`config.mk`:
```
export PLATFORM = sky130hd
export DESIGN_NAME = vram_rect_fill
export DESIGN_NICKNAME = d
export VERILOG_FILES = /design/src/rtl/vga_pkg.sv /design/src/rtl/vram_rect_walker.sv /design/src/rtl/vram_rect_fill.sv
export SDC_FILE = /design/constraint.sdc
export NUM_CORES = 1
export LEC_CHECK = 0
export ABC_AREA = 1
export BUFFER_PORTS_ARGS = -buffer_cell sky130_fd_sc_hd__buf_2
export CORE_ASPECT_RATIO = 1.4
export CORE_MARGIN = 4
export CORE_UTILIZATION = 55
export CTS_BUF_LIST = sky130_fd_sc_hd__clkbuf_2
export DETAILED_ROUTE_END_ITERATION = 8
export PLACE_DENSITY_LB_ADDON = 0.05
export SLEW_MARGIN = 20
export SYNTH_ARGS = -nofsm -noshare
export SYNTH_HDL_FRONTEND = slang
export SYNTH_SLANG_ARGS = --single-unit
```
`constraint.sdc`:
```
create_clock -name clock -period 5.9 [get_ports clock]
set_input_delay 1.475 -clock clock [delete_from_list [all_inputs] [get_ports clock]]
set_output_delay 1.475 -clock clock [all_outputs]
set_load 0.005 [all_outputs]
```
`src/rtl/vga_pkg.sv`:
```
// Shared VGA frame buffer constants, colours and fill FSM states.
// Used by the rectangle fill engine and the scan-out stage.
package vga_pkg;

  localparam int H_RES   = 320;
  localparam int V_RES   = 240;
  localparam int X_W     = 9;
  localparam int Y_W     = 8;
  localparam int COLOR_W = 3;
  localparam int ADDR_W  = 17;

  typedef logic [COLOR_W-1:0] color_t;

  localparam color_t BLACK   = 3'd0;
  localparam color_t RED     = 3'd1;
  localparam color_t GREEN   = 3'd2;
  localparam color_t YELLOW  = 3'd3;
  localparam color_t BLUE    = 3'd4;
  localparam color_t MAGENTA = 3'd5;
  localparam color_t CYAN    = 3'd6;
  localparam color_t WHITE   = 3'd7;

  typedef enum logic [1:0] {
    S_IDLE,
    S_FILL,
    S_DONE
  } fill_state_t;

endpackage

```
`src/rtl/vram_rect_walker.sv`:
```
// Raster walker over a clipped rectangle: x, y and row base address.
// Advances one pixel per retired write and flags the final pixel.
module vram_rect_walker
  import vga_pkg::*;
(
  input  logic              clock,
  input  logic              reset_n,
  input  logic              load,
  input  logic              step,
  input  logic [X_W-1:0]    x0,
  input  logic [X_W-1:0]    x_end,
  input  logic [Y_W-1:0]    y0,
  input  logic [Y_W-1:0]    y_end,
  input  logic [ADDR_W-1:0] base0,
  output logic [ADDR_W-1:0] addr,
  output logic              last
);

  localparam logic [X_W-1:0]    X_ONE    = X_W'(1);
  localparam logic [Y_W-1:0]    Y_ONE    = Y_W'(1);
  localparam logic [ADDR_W-1:0] ROW_STEP = ADDR_W'(H_RES);

  logic [X_W-1:0]    x_lo;
  logic [X_W-1:0]    x_hi;
  logic [Y_W-1:0]    y_hi;
  logic [X_W-1:0]    x;
  logic [Y_W-1:0]    y;
  logic [ADDR_W-1:0] row_base;
  logic [X_W-1:0]    x_nxt;
  logic [Y_W-1:0]    y_nxt;
  logic              row_end;

  // next-position arithmetic and last-pixel flag
  always_comb begin
    x_nxt   = x + X_ONE;
    y_nxt   = y + Y_ONE;
    row_end = (x_nxt == x_hi);
    last    = row_end && (y_nxt == y_hi);
    addr    = row_base + {{(ADDR_W-X_W){1'b0}}, x};
  end

  // load rectangle bounds, then step in raster order on each retire
  always_ff @(posedge clock or negedge reset_n) begin
    if (!reset_n) begin
      x_lo     <= '0;
      x_hi     <= '0;
      y_hi     <= '0;
      x        <= '0;
      y        <= '0;
      row_base <= '0;
    end else if (load) begin
      x_lo     <= x0;
      x_hi     <= x_end;
      y_hi     <= y_end;
      x        <= x0;
      y        <= y0;
      row_base <= base0;
    end else if (step) begin
      if (row_end) begin
        x        <= x_lo;
        y        <= y_nxt;
        row_base <= row_base + ROW_STEP;
      end else begin
        x        <= x_nxt;
      end
    end
  end

endmodule

```
`src/rtl/vram_rect_fill.sv`:
```
// Rectangle fill engine: accepts a command, clips it to the screen
// and streams one pixel write per cycle into the frame buffer.
module vram_rect_fill
  import vga_pkg::*;
(
  input  logic               clock,
  input  logic               reset_n,
  input  logic               cmd_valid,
  output logic               cmd_ready,
  input  logic [X_W-1:0]     cmd_x0,
  input  logic [Y_W-1:0]     cmd_y0,
  input  logic [X_W-1:0]     cmd_w,
  input  logic [Y_W-1:0]     cmd_h,
  input  logic [COLOR_W-1:0] cmd_color,
  output logic               wr_en,
  output logic [ADDR_W-1:0]  wr_addr,
  output logic [COLOR_W-1:0] wr_data,
  input  logic               wr_ready,
  output logic               busy,
  output logic               done
);

  localparam logic [X_W-1:0] X_MAX = X_W'(H_RES);
  localparam logic [Y_W-1:0] Y_MAX = Y_W'(V_RES);
  localparam logic [X_W:0]   X_LIM = {1'b0, X_MAX};
  localparam logic [Y_W:0]   Y_LIM = {1'b0, Y_MAX};

  fill_state_t        state;
  fill_state_t        state_nxt;
  logic               up_q;
  color_t             color_q;
  logic [X_W:0]       x_sum;
  logic [Y_W:0]       y_sum;
  logic [X_W-1:0]     x_end;
  logic [Y_W-1:0]     y_end;
  logic [ADDR_W-1:0]  base0;
  logic               degen;
  logic               accept;
  logic               step;
  logic               last;
  logic [ADDR_W-1:0]  walk_addr;

  // clip bounds and first row base (y*320 as two shifts)
  always_comb begin
    x_sum  = {1'b0, cmd_x0} + {1'b0, cmd_w};
    y_sum  = {1'b0, cmd_y0} + {1'b0, cmd_h};
    x_end  = (x_sum > X_LIM) ? X_MAX : x_sum[X_W-1:0];
    y_end  = (y_sum > Y_LIM) ? Y_MAX : y_sum[Y_W-1:0];
    base0  = {{(ADDR_W-Y_W-8){1'b0}}, cmd_y0, 8'b0}
           + {{(ADDR_W-Y_W-6){1'b0}}, cmd_y0, 6'b0};
    degen  = (cmd_w == '0) || (cmd_h == '0)
          || (cmd_x0 >= X_MAX) || (cmd_y0 >= Y_MAX);
    accept = cmd_valid && up_q && (state == S_IDLE);
    step   = (state == S_FILL) && wr_ready;
  end

  // state, post-reset ready flag and latched colour
  always_ff @(posedge clock or negedge reset_n) begin
    if (!reset_n) begin
      state   <= S_IDLE;
      up_q    <= 1'b0;
      color_q <= BLACK;
    end else begin
      state   <= state_nxt;
      up_q    <= 1'b1;
      if (accept) color_q <= cmd_color;
    end
  end

  // next-state and handshake outputs
  always_comb begin
    state_nxt = state;
    cmd_ready = 1'b0;
    wr_en     = 1'b0;
    busy      = 1'b1;
    done      = 1'b0;
    unique case (state)
      S_IDLE: begin
        cmd_ready = up_q;
        busy      = 1'b0;
        if (accept) state_nxt = degen ? S_DONE : S_FILL;
      end
      S_FILL: begin
        wr_en = 1'b1;
        if (step && last) state_nxt = S_DONE;
      end
      S_DONE: begin
        done      = 1'b1;
        state_nxt = S_IDLE;
      end
      default: state_nxt = S_IDLE;
    endcase
  end

  assign wr_addr = walk_addr;
  assign wr_data = color_q;

  vram_rect_walker u_walker (
    .clock   (clock),
    .reset_n (reset_n),
    .load    (accept && !degen),
    .step    (step),
    .x0      (cmd_x0),
    .x_end   (x_end),
    .y0      (cmd_y0),
    .y_end   (y_end),
    .base0   (base0),
    .addr    (walk_addr),
    .last    (last)
  );

endmodule
```
### Yosys cells after proc, flatten, opt, wreduce, memory -nomap -nowiden

Index checks and enable logic that the tools add are counted.

| word-level totals | value |
|---|---|
| logic and storage cells | 62 |
| output and inout bits | 24 |
| register bits after elaboration | 66 |
| input bits | 41 |

| cells by class | value |
|---|---|
| reduce and logical (&&, ||, !) cells | 17 |
| order comparisons | 4 |
| equal/unequal tests | 6 |
| add/subtract/negate cells | 7 |
| mux-type cells | 19 |

Operators by type and width:

| cell | count |
|---|---|
| $mux W17 | 3 |
| $mux W9 | 4 |
| $mux W8 | 4 |
| $add A16 B14 Y17 | 1 |
| $add A17 B9 Y17 | 1 |
| $add A17 B9 Y17 const B | 1 |
| $add A9 B9 Y10 | 1 |
| $gt A10 B9 Y1 const B | 1 |
| $add A8 B8 Y9 | 1 |
| $add A9 B1 Y9 const B | 1 |
| $eq A9 B9 Y1 | 1 |
| $ge A9 B9 Y1 const B | 1 |
| $gt A9 B8 Y1 const B | 1 |
| $logic_not A9 Y1 | 1 |
| $add A8 B1 Y8 const B | 1 |
| $eq A8 B8 Y1 | 1 |
| $ge A8 B8 Y1 const B | 1 |
| $logic_not A8 Y1 | 1 |
| $logic_and A1 B1 Y1 | 6 |
| $mux W2 | 3 |
| $mux W1 | 4 |
| $pmux W2 S2 | 1 |
| $reduce_and A2 Y1 | 2 |
| $reduce_bool A2 Y1 | 2 |
| 7 further kinds | 9 |

### Longest topological paths before layout

Gate-level depths: netlist of the first run.

| depth | value |
|---|---|
| depth in word-level cells | 8 |
| mapped depth | 15 |

### Cells and area by module

Synthesis of the first run repeated with hierarchy kept, for this count alone.

| unflattened totals | value |
|---|---|
| cells, all modules | 775 |
| area total of the unflattened synthesis | 5,522.8 µm² |

Modules (own cells, without submodules):

| module | instances | cells each | sequential area each (µm²) | area each (µm²) |
|---|---|---|---|---|
| vram_rect_walker | 1 | 515 | 1,501.4 | 3,913.8 |
| vram_rect_fill | 1 | 260 | 150.1 | 1,609.0 |

### Worst setup path before layout of the first run

Ideal clock, no wire load.

| path | value |
|---|---|
| path type | register -> output |
| from | register u_walker.row_base[7] |
| to | output port wr_addr[14] |
| arrival time | 1.673 ns |
| path slack | 2.752 ns |
| stages on the path, launching flop included | 9 |
| cell sequence | dfrtp_1 -> ha_1 -> a21oi_1 -> o21bai_1 -> nand2_1 -> o21ai_1 -> nand3_1 -> nor2_1 -> xor2_1 |

| between the ends | value |
|---|---|
| cells in the longest elaborated chain, start to end | 1 |

Ends and longest elaborated chain:

| element | line | text |
|---|---|---|
| start, declared | vram_rect_walker.sv:28 | `logic [ADDR_W-1:0] row_base;` |
| start signal, assigned | vram_rect_walker.sv:57 | `row_base <= base0;` |
| start signal, assigned | vram_rect_walker.sv:62 | `row_base <= row_base + ROW_STEP;` |
| $add A17 B9 Y17 | vram_rect_walker.sv:39 | `addr = row_base + {{(ADDR_W-X_W){1'b0}}, x};` |
| end, declared | vram_rect_fill.sv:16 | `output logic [ADDR_W-1:0] wr_addr,` |

Every way passes these cells.

### Worst setup path in the final report of the first run

| path | value |
|---|---|
| from | register u_walker.x[7] |
| to | output port wr_addr[14] |

| between the ends | value |
|---|---|
| cells in the longest elaborated chain, start to end | 1 |

Ends and longest elaborated chain:

| element | line | text |
|---|---|---|
| start, declared | vram_rect_walker.sv:26 | `logic [X_W-1:0] x;` |
| start signal, assigned | vram_rect_walker.sv:60 | `x <= x_lo;` |
| start signal, assigned | vram_rect_walker.sv:64 | `x <= x_nxt;` |
| $add A17 B9 Y17 | vram_rect_walker.sv:39 |  |

Every way passes these cells.

==> summary.txt, run 1 <==
Cells and area
  – Synth-to-layout area growth: 8.64%
  – Fill count: 862
  – Proportion of layout cells with a drive suffix above 1: 13.7%
  – Nets: 837
  – Fin area: 5380 um2
  – Diodes inserted: 0

Die
  – Die height: 120 um
  – Core area: 8710 um2
  – Ports: 65
  – Die W: 88.2 um
  – Initial Util: 56.9%
  – DIE AREA: 10600 um2
  – Row cnt: 40

Pwr
  – Cell area power density: 227 nW/um2
  – Maximum VDD drop: 0.000171 V
  – Leak: 2.98 nW

Clock tree
  – CTS tree: done
  – Worst-skew pair later-pin latency: 460 ps
  – Root buf cell: clkbuf_2
  – Post-CTS Setup Bufs: 0
  – H-Tree Depth: 3
  – Post-CTS sizing: 0
  – Clock buffer depth: 2
  – Num Clock Sinks: 60
  – Total CTS buffers: 9
  – Clock-pin slew on the worst setup and hold paths: 160 ps
  – Hold buffers post-CTS: 0

Place
  – Port Buffers: 64
  – Placed cell area: 5310 um2
  – Post-DP HPWL: 9560 um
  – Routability-driven placement congestion ratio: 0.852

STA
  – Final min period: 4020 ps
  – Final setup skew: 18.1 ps
  – Maximum clock frequency: 0.249 GHz
  – Worst-Margin Slew: 907 ps
  – Total count of hold-check failures in the final report: 0
  – Final setup fails: 0
  – Rel. slew slack: 39.4%
  – Crit share post-route: 68.1%
  – Fin. max-slew vios: 0
  – TNS Setup: 0 ps
  – RSZ-0062 raised after global routing: no

Route
  – DRT antenna net count: 0
  – Iteration-0 DRC Markers: 178
  – Vias: 4668
  – DR pass1 iterations: 4
  – Number of remaining DRC errors: 0
  – Routed vias/inst: 5.35
  – Total wire length: 12100 um
  – WL/cell: 13.9 um

Synth
  – Post-synth EDFFs: 0
  – Ys Warns: 0
  – Syn Nets: 781
  – Top FF cell, synth: dfrtp_1
  – Netlist area before placement: 4950 um2
  – Seq/Total Area, Yosys: 30.3%
  – Mean Syn Cell Area: 7.00 um2
  – Synth cell types: 42
  – Async SR Flop Fraction: 100%
  – Post-Synthesis Cells: 707
  – Synth Register Bits: 60

Critical path
  – Slowest stage delay, CP: 470 ps
  – Crit path required time: 4430 ps
  – CP bufs+invs: 1
  – Crit Path Category: register to primary output
  – R2r startpoint: state[0]
  – Slowest cell on crit path: dfrtp_1
  – Crit path cell chain: ha_1 -> a21oi_1 -> o21bai_1 -> nand2_1 -> o21ai_1 -> nand3_1 -> nor2_1 -> xor2_1 -> buf_2
  – Worst Setup SP: u_walker.x[7]
  – Crit. End Element: primary output
  – Critical-path maximum fanout: 4
  – CP top delay family: compound AO/OA/AOI/OAI gates
  – Arrival time at the worst endpoint: 2540 ps
  – Crit start category: register

Job
  – Max cap viols: 0

GRT
  – Total track usage: 24.0%
  – Total gr overflow: 0
  – First-pass GRT wire length: 20600 um
  – Largest net degree at the start of global routing: 61
  – Initial antenna violation count: 0
  – Number of global-route vias before repair: 4645

Hold path
  – Hold_sp: u_walker.x_lo[7]
  – HP Class: register to register

Status
  – Result of the run: finished, final reports clean
-- placed cells by master, fill, tap and decap left out, types with 4 or more instances in the layout --
cell type	synthesis	final
buf_2	8	64
o21ai_0	40	40
inv_1	87	86
ha_1	30	30
dfrtp_1	60	60
nor3_1	7	7
o21bai_1	4	4
nand2_1	212	212
nand4_1	14	14
xor2_1	35	35
o21ai_2	4	4
clkbuf_2	0	11
nor2_1	47	47
o21a_1	4	4
nand3_1	57	57
o21ai_1	4	4
xnor2_1	11	11
a21oi_1	26	26
-- per-layer routing --
metal / share of wire, % / global-route usage, % / vias up / wire length, um
met3: 3.0 / 2.66 / 26 / 361
met2: 54 / 43.6 / 85 / 6520
met1: 40 / 27.4 / 2177 / 4810
li1: - / - / 2380 / -
met5: 0 / 0 / - / 0
met4: 3.7 / 10.6 / 0 / 446
-- worst paths after layout --
check | endpoint | slack (ps) | depth (start not counted)
worst max-delay path | wr_addr[14] | 1880 | 9
min in group asynchronous | u_walker.x[3] | 1140 | 2
worst min-delay path | u_walker.x_lo[7] | 500 | 2
worst max register to register | u_walker.y[5] | 3100 | 8
worst min register to register | u_walker.x_lo[7] | 500 | 2
max in group asynchronous | u_walker.x[1] | 4230 | 2
-- metrics by stage --
stage          total power [mW]  hold WS [ps]  std cells  util [%]  setup slack, ps
6_report                   1.22           497        872      61.8             1880
5_1_grt                    1.33           536        872      61.8             1610
4_1_cts                    1.24           498        872      61.8             1870
3_5_place_dp               1.04           460        857      60.9             1590
3_3_place_gp               1.02           460        857      60.9             1690
2_1_floorplan             0.889           444        707         -             2750
-- registers in the layout, indices dropped and copies added (netlist names) --
register / flops
state: 2
u_walker.row_base: 11
u_walker.x: 9
u_walker.x_hi: 9
u_walker.x_lo: 9
u_walker.y: 8
u_walker.y_hi: 8
up_q: 1
wr_data: 3
-- tightest hold or removal path, delay by kind of cell (launching register included) --
kind | cells | cell delay, ps
DFF | 1 | 370
and+or+nand+nor | 2 | 100
-- area by class of cell --
type	count	area, um2	area share, %
Multi-Input combinational cell	536	3000	55.7
Sequential cell	60	1500	27.9
Timing Repair Buffer	67	343	6.37
Inverter	89	334	6.21
Tap cell	105	131	2.44
Clock buffer	11	55.1	1.02
Clock inverter	4	17.5	0.326
-- logic make-up (layout without fill, tap and decap cells) --
family,count (synthesis),after routing,share of synthesized area [%]
other,2,2,0.152
XOR/XNOR,46,46,8.14
multiplexers,3,3,0.682
flip-flops,60,60,30.3
AND/OR/NAND/NOR,358,358,31.9
AO/OA/AOI/OAI,94,94,10.9
buffers and inverters,111,171,9.15
adder cells (fa/ha/maj),33,33,8.79
-- power by group --
| group | internal, mW | switching, mW |
|---|---|---|
| clock network | 0.0529 | 0.144 |
| registers | 0.443 | 0.0620 |
| logic | 0.203 | 0.317 |
-- cells in the mapped netlist (all sizes together), types with 4 or more instances --
master / instances / area, um2
a21oi: 26 / 130
buf: 13 / 85.1
clkbuf: 9 / 33.8
dfrtp: 60 / 1500
ha: 30 / 375
inv: 89 / 334
nand2: 216 / 831
nand3: 60 / 323
nand4: 14 / 87.6
nor2: 52 / 245
nor3: 7 / 35.0
o21a: 4 / 30.0
o21ai: 48 / 255
o21bai: 4 / 30.0
xnor2: 11 / 96.3
xor2: 35 / 307
Power figures use the tool's default switching activity.
==> run 2, diff against run 1 <==
ABC_AREA = 0   (was 1)
clock period = 3.7 ns   (was 5.9 ns; I/O delays follow)
==> run 2 against run 1 <==
  * First-iteration DRC count grew 13%
  * Register-to-register slack lost 2500 ps
  * Global-route usage grew 1.5 points
  * Cell count shrank 18%
  * Area after synthesis shrank 4.7%
  * Worst setup slack lost 1600 ps
  * Via count shrank 8.6%
  * Critical path type unchanged
  * Worst hold slack lost 150 ps
  * Flip-flop and latch count is the same
  * Highest routed layer unchanged
  * Core utilization grew 2.6 points
  * Sequential power grew to 2.5 times the previous value
==> summary.txt, run 2 <==
Status
  – Result of the run: finished, final reports clean

Cells and area
  – Proportion of layout cells with a drive suffix above 1: 17.9% (+4.2 points)
  – Synth-to-layout area growth: 12.5%
  – Commonest cells after routing, fill and taps aside: 64 x buf_2, 60 x nand2_1, 60 x dfrtp_1, 44 x nor2_1, 32 x xnor2_1
  – Nets: 678 (-19%)
  – Most common cell after layout, fill and taps aside: buf_2
  – Fin area: 5310 um2 (-1.3%)
  – Max FFs per register: 11 (unchanged)
  – Top reg by flops: u_walker.row_base

Hold path
  – HP Class: input pin to async pin

Clock tree
  – Total CTS buffers: 9 (unchanged)
  – H-Tree Depth: 3 (unchanged)
  – Hold buffers post-CTS: 0 (unchanged)
  – Num Clock Sinks: 60 (unchanged)
  – Clock buffer depth: 2 (unchanged)
  – Post-CTS Setup Bufs: 0 (unchanged)
  – Root buf cell: clkbuf_2
  – Post-CTS sizing: 0 (unchanged)
  – Worst-skew pair later-pin latency: 510 ps (+50 ps)
  – CTS tree: done
  – Clock-pin slew on the worst setup and hold paths: 190 ps (+30 ps)

Synth
  – Netlist area before placement: 4720 um2 (-4.7%)
  – Top area cells in the synthesized netlist: dfrtp_1 32%, ha_1 8.0%, xnor2_1 5.9%
  – Top FF cell, synth: dfrtp_1
  – Commonest cells post-synth: 60 x dfrtp_1, 60 x nand2_1, 44 x nor2_1
  – Mean Syn Cell Area: 8.77 um2 (+25%)
  – Post-synth EDFFs: 0 (unchanged)
  – Post-Synthesis Cells: 538 (-24%)
  – Seq/Total Area, Yosys: 31.8% (+1.5 points)
  – Synth Register Bits: 60 (unchanged)
  – Synth cell types: 68 (+62%)
  – Top-area cell type share of the netlist area: 31.8% (+1.5 points)
  – Synth area leader: dfrtp_1
  – Ys Warns: 0 (unchanged)
  – Async SR Flop Fraction: 100% (unchanged)
  – Syn Nets: 612 (-22%)

Pwr
  – Reg power frac: 35.7% (-5.6 points)
  – Net Switching: 1.55 mW (+200%)
  – Sw Ratio: 43.5% (+0.75 points)
  – Clk pwr share: 12.0% (-4.1 points)
  – Maximum VDD drop: 0.000399 V (+130%)
  – Cell area power density: 668 nW/um2 (+190%)
  – Power Internal: 2.00 mW (+190%)
  – Combinational share of power: 52.3% (+9.7 points)
  – Leak: 2.49 nW (-16%)

STA
  – Final setup skew: 27.5 ps (+9.35 ps)
  – Worst-Margin Slew: 562 ps (-346 ps)
  – Final setup fails: 0 (unchanged)
  – Rel. slew slack: 62.2% (+23 points)
  – TNS Setup: 0 ps (unchanged)
  – Fin. max-slew vios: 0 (unchanged)
  – Crit share post-route: 93.3%
  – RSZ-0062 raised after global routing: no
  – Final min period: 3450 ps
  – Maximum clock frequency: 0.290 GHz
  – Total count of hold-check failures in the final report: 0 (unchanged)

GRT
  – Total gr overflow: 0 (unchanged)
  – Initial antenna violation count: 1 (+1)
  – Number of global-route vias before repair: 4260 (-8.3%)
  – First-pass GRT wire length: 20500 um (-0.60%)
  – Total track usage: 25.4% (+1.5 points)
  – Largest net degree at the start of global routing: 31 (-49%)

Critical path
  – R2r startpoint: u_walker.x[1]
  – Critical-path maximum fanout: 4 (unchanged)
  – Worst Reg-to-Reg Cells: 9 (+1)
  – Crit path cell chain: ha_1 -> a31o_2 -> a21oi_1 -> nor2b_1 -> o21ai_0 -> nor2_1 -> xor2_1 -> buf_2
  – Reg-to-reg endpoint: u_walker.y[3]
  – Arrival time at the worst endpoint: 2530 ps (about the same)
  – Worst Setup SP: u_walker.row_base[6]
  – Crit Path Category: register to primary output
  – Crit start category: register
  – Critical path depth: 8 (-1)
  – Crit. End Element: primary output
  – CP top delay family: compound AO/OA/AOI/OAI gates
  – CP bufs+invs: 1 (unchanged)
  – Slowest stage delay, CP: 490 ps (+20 ps)
  – Crit path required time: 2770 ps (-1660 ps)
  – R2R Setup Slk: 620 ps (-2480 ps)
  – Slowest cell on crit path: dfrtp_1
  – Setup crit end: wr_addr[14]

Die
  – DIE AREA: 10200 um2 (-4.3%)
  – Core area: 8250 um2 (-5.3%)
  – Ports: 65 (unchanged)
  – Row cnt: 39 (-2.5%)
  – Die W: 86.3 um (-2.1%)
  – Die height: 118 um (-2.2%)
  – Initial Util: 57.2% (+0.38 points)

Route
  – Vias: 4265 (-8.6%)
  – Routed vias/inst: 5.99 (+12%)
  – Iteration-0 DRC Markers: 201 (+13%)
  – DRT met1 WL: 4820 um (+0.31%)
  – DR pass1 iterations: 5 (+1)
  – Total wire length: 12600 um (+3.8%)
  – DRT antenna net count: 0 (unchanged)
  – Top Layer Used: met4
  – WL/cell: 17.7 um (+27%)
  – Number of remaining DRC errors: 0 (unchanged)
  – Met3 wire length: 435 um (+20%)
  – Wire length on met2: 6880 um (+5.6%)

Place
  – Port Buffers: 64 (unchanged)
  – Post-DP HPWL: 10000 um (+4.9%)
  – Routability-driven placement congestion ratio: 0.923 (+8.3%)
  – Placed cell area: 5190 um2 (-2.2%)

Job
  – Max cap viols: 0 (unchanged)
[run 2: changes by cell type in the layout (fill, tap and decap cells not counted), sizes merged, moves of 13 or more]
cell and change:
inv -76, nand2 -155, nand3 -41, o21ai -13, xnor2 +21
[run 2: how the worst min path moves through the flow]
stage / startpoint / end / slack [ps] / cells after the start
after floorplan: state[1] / state[1] / 430 / 1
after global placement: state[1] / state[1] / 440 / 1
after detailed placement: state[1] / state[1] / 470 / 1
after CTS: reset_n / u_walker.row_base[7] / 330 / 1
after global routing: reset_n / u_walker.row_base[7] / 320 / 1
final: reset_n / u_walker.row_base[7] / 350 / 1
[run 2: layer usage]
metal	up-vias	track usage [%]
met1	2046	27.6
met2	114	47.2
met3	38	3.71
li1	2067	-
met5	-	0
met4	0	11.7
[run 2: worst reg2reg max path, stage by stage (launching register included)]
cell and delay, ps:
dfrtp_1 520, ha_1 300, xor2_1 230, xor2_1 120, or4_4 540, a2111oi_4 340
and3_1 380, buf_4 210, mux2i_1 190, o221ai_1 140
[run 2: logic make-up (layout without fill, tap and decap cells)]
family	Yosys count	after routing	share of synthesized area (%)
and+or+nand+nor	194	194	20.1
adders and majority gates	33	33	9.22
buffers and inverters	37	108	3.45
xor gates and xnor gates	64	64	12.8
AOI/OAI and AO/OA	132	132	18.9
muxes	16	16	3.50
DFF	60	60	31.8
other	2	3	0.159
[run 2: power groups by stage]
stage	Sequential, mW	Combinational [mW]	Clock [mW]
detailed placement	1.28	1.86	0
floorplan	1.13	1.45	0
finish	1.27	1.86	0.424
global placement	1.26	1.83	0
CTS	1.26	1.87	0.431
global route	1.30	2.06	0.463
[run 2: layout make-up]
class                           count  area [um2]
Antenna cell                        1        2.50
Clock buffer                       11        55.1
Clock inverter                      5        62.6
Fill cell                         743        2930
Inverter                           13        48.8
Multi-Input combinational cell    441        3060
Sequential cell                    60        1500
Tap cell                          102         128
Timing Repair Buffer               79         458
[run 2: per-stage QoR]
stage | power, mW | std cells | worst slack [ps] | hold slack (ps) | util (%)
2_1_floorplan | 2.58 | 538 | 562 | 431 | -
3_3_place_gp | 3.09 | 695 | 437 | 444 | 63.0
3_5_place_dp | 3.13 | 695 | 362 | 466 | 63.0
4_1_cts | 3.56 | 711 | 220 | 333 | 64.4
5_1_grt | 3.82 | 712 | 48.0 | 323 | 64.4
6_report | 3.55 | 712 | 247 | 347 | 64.4
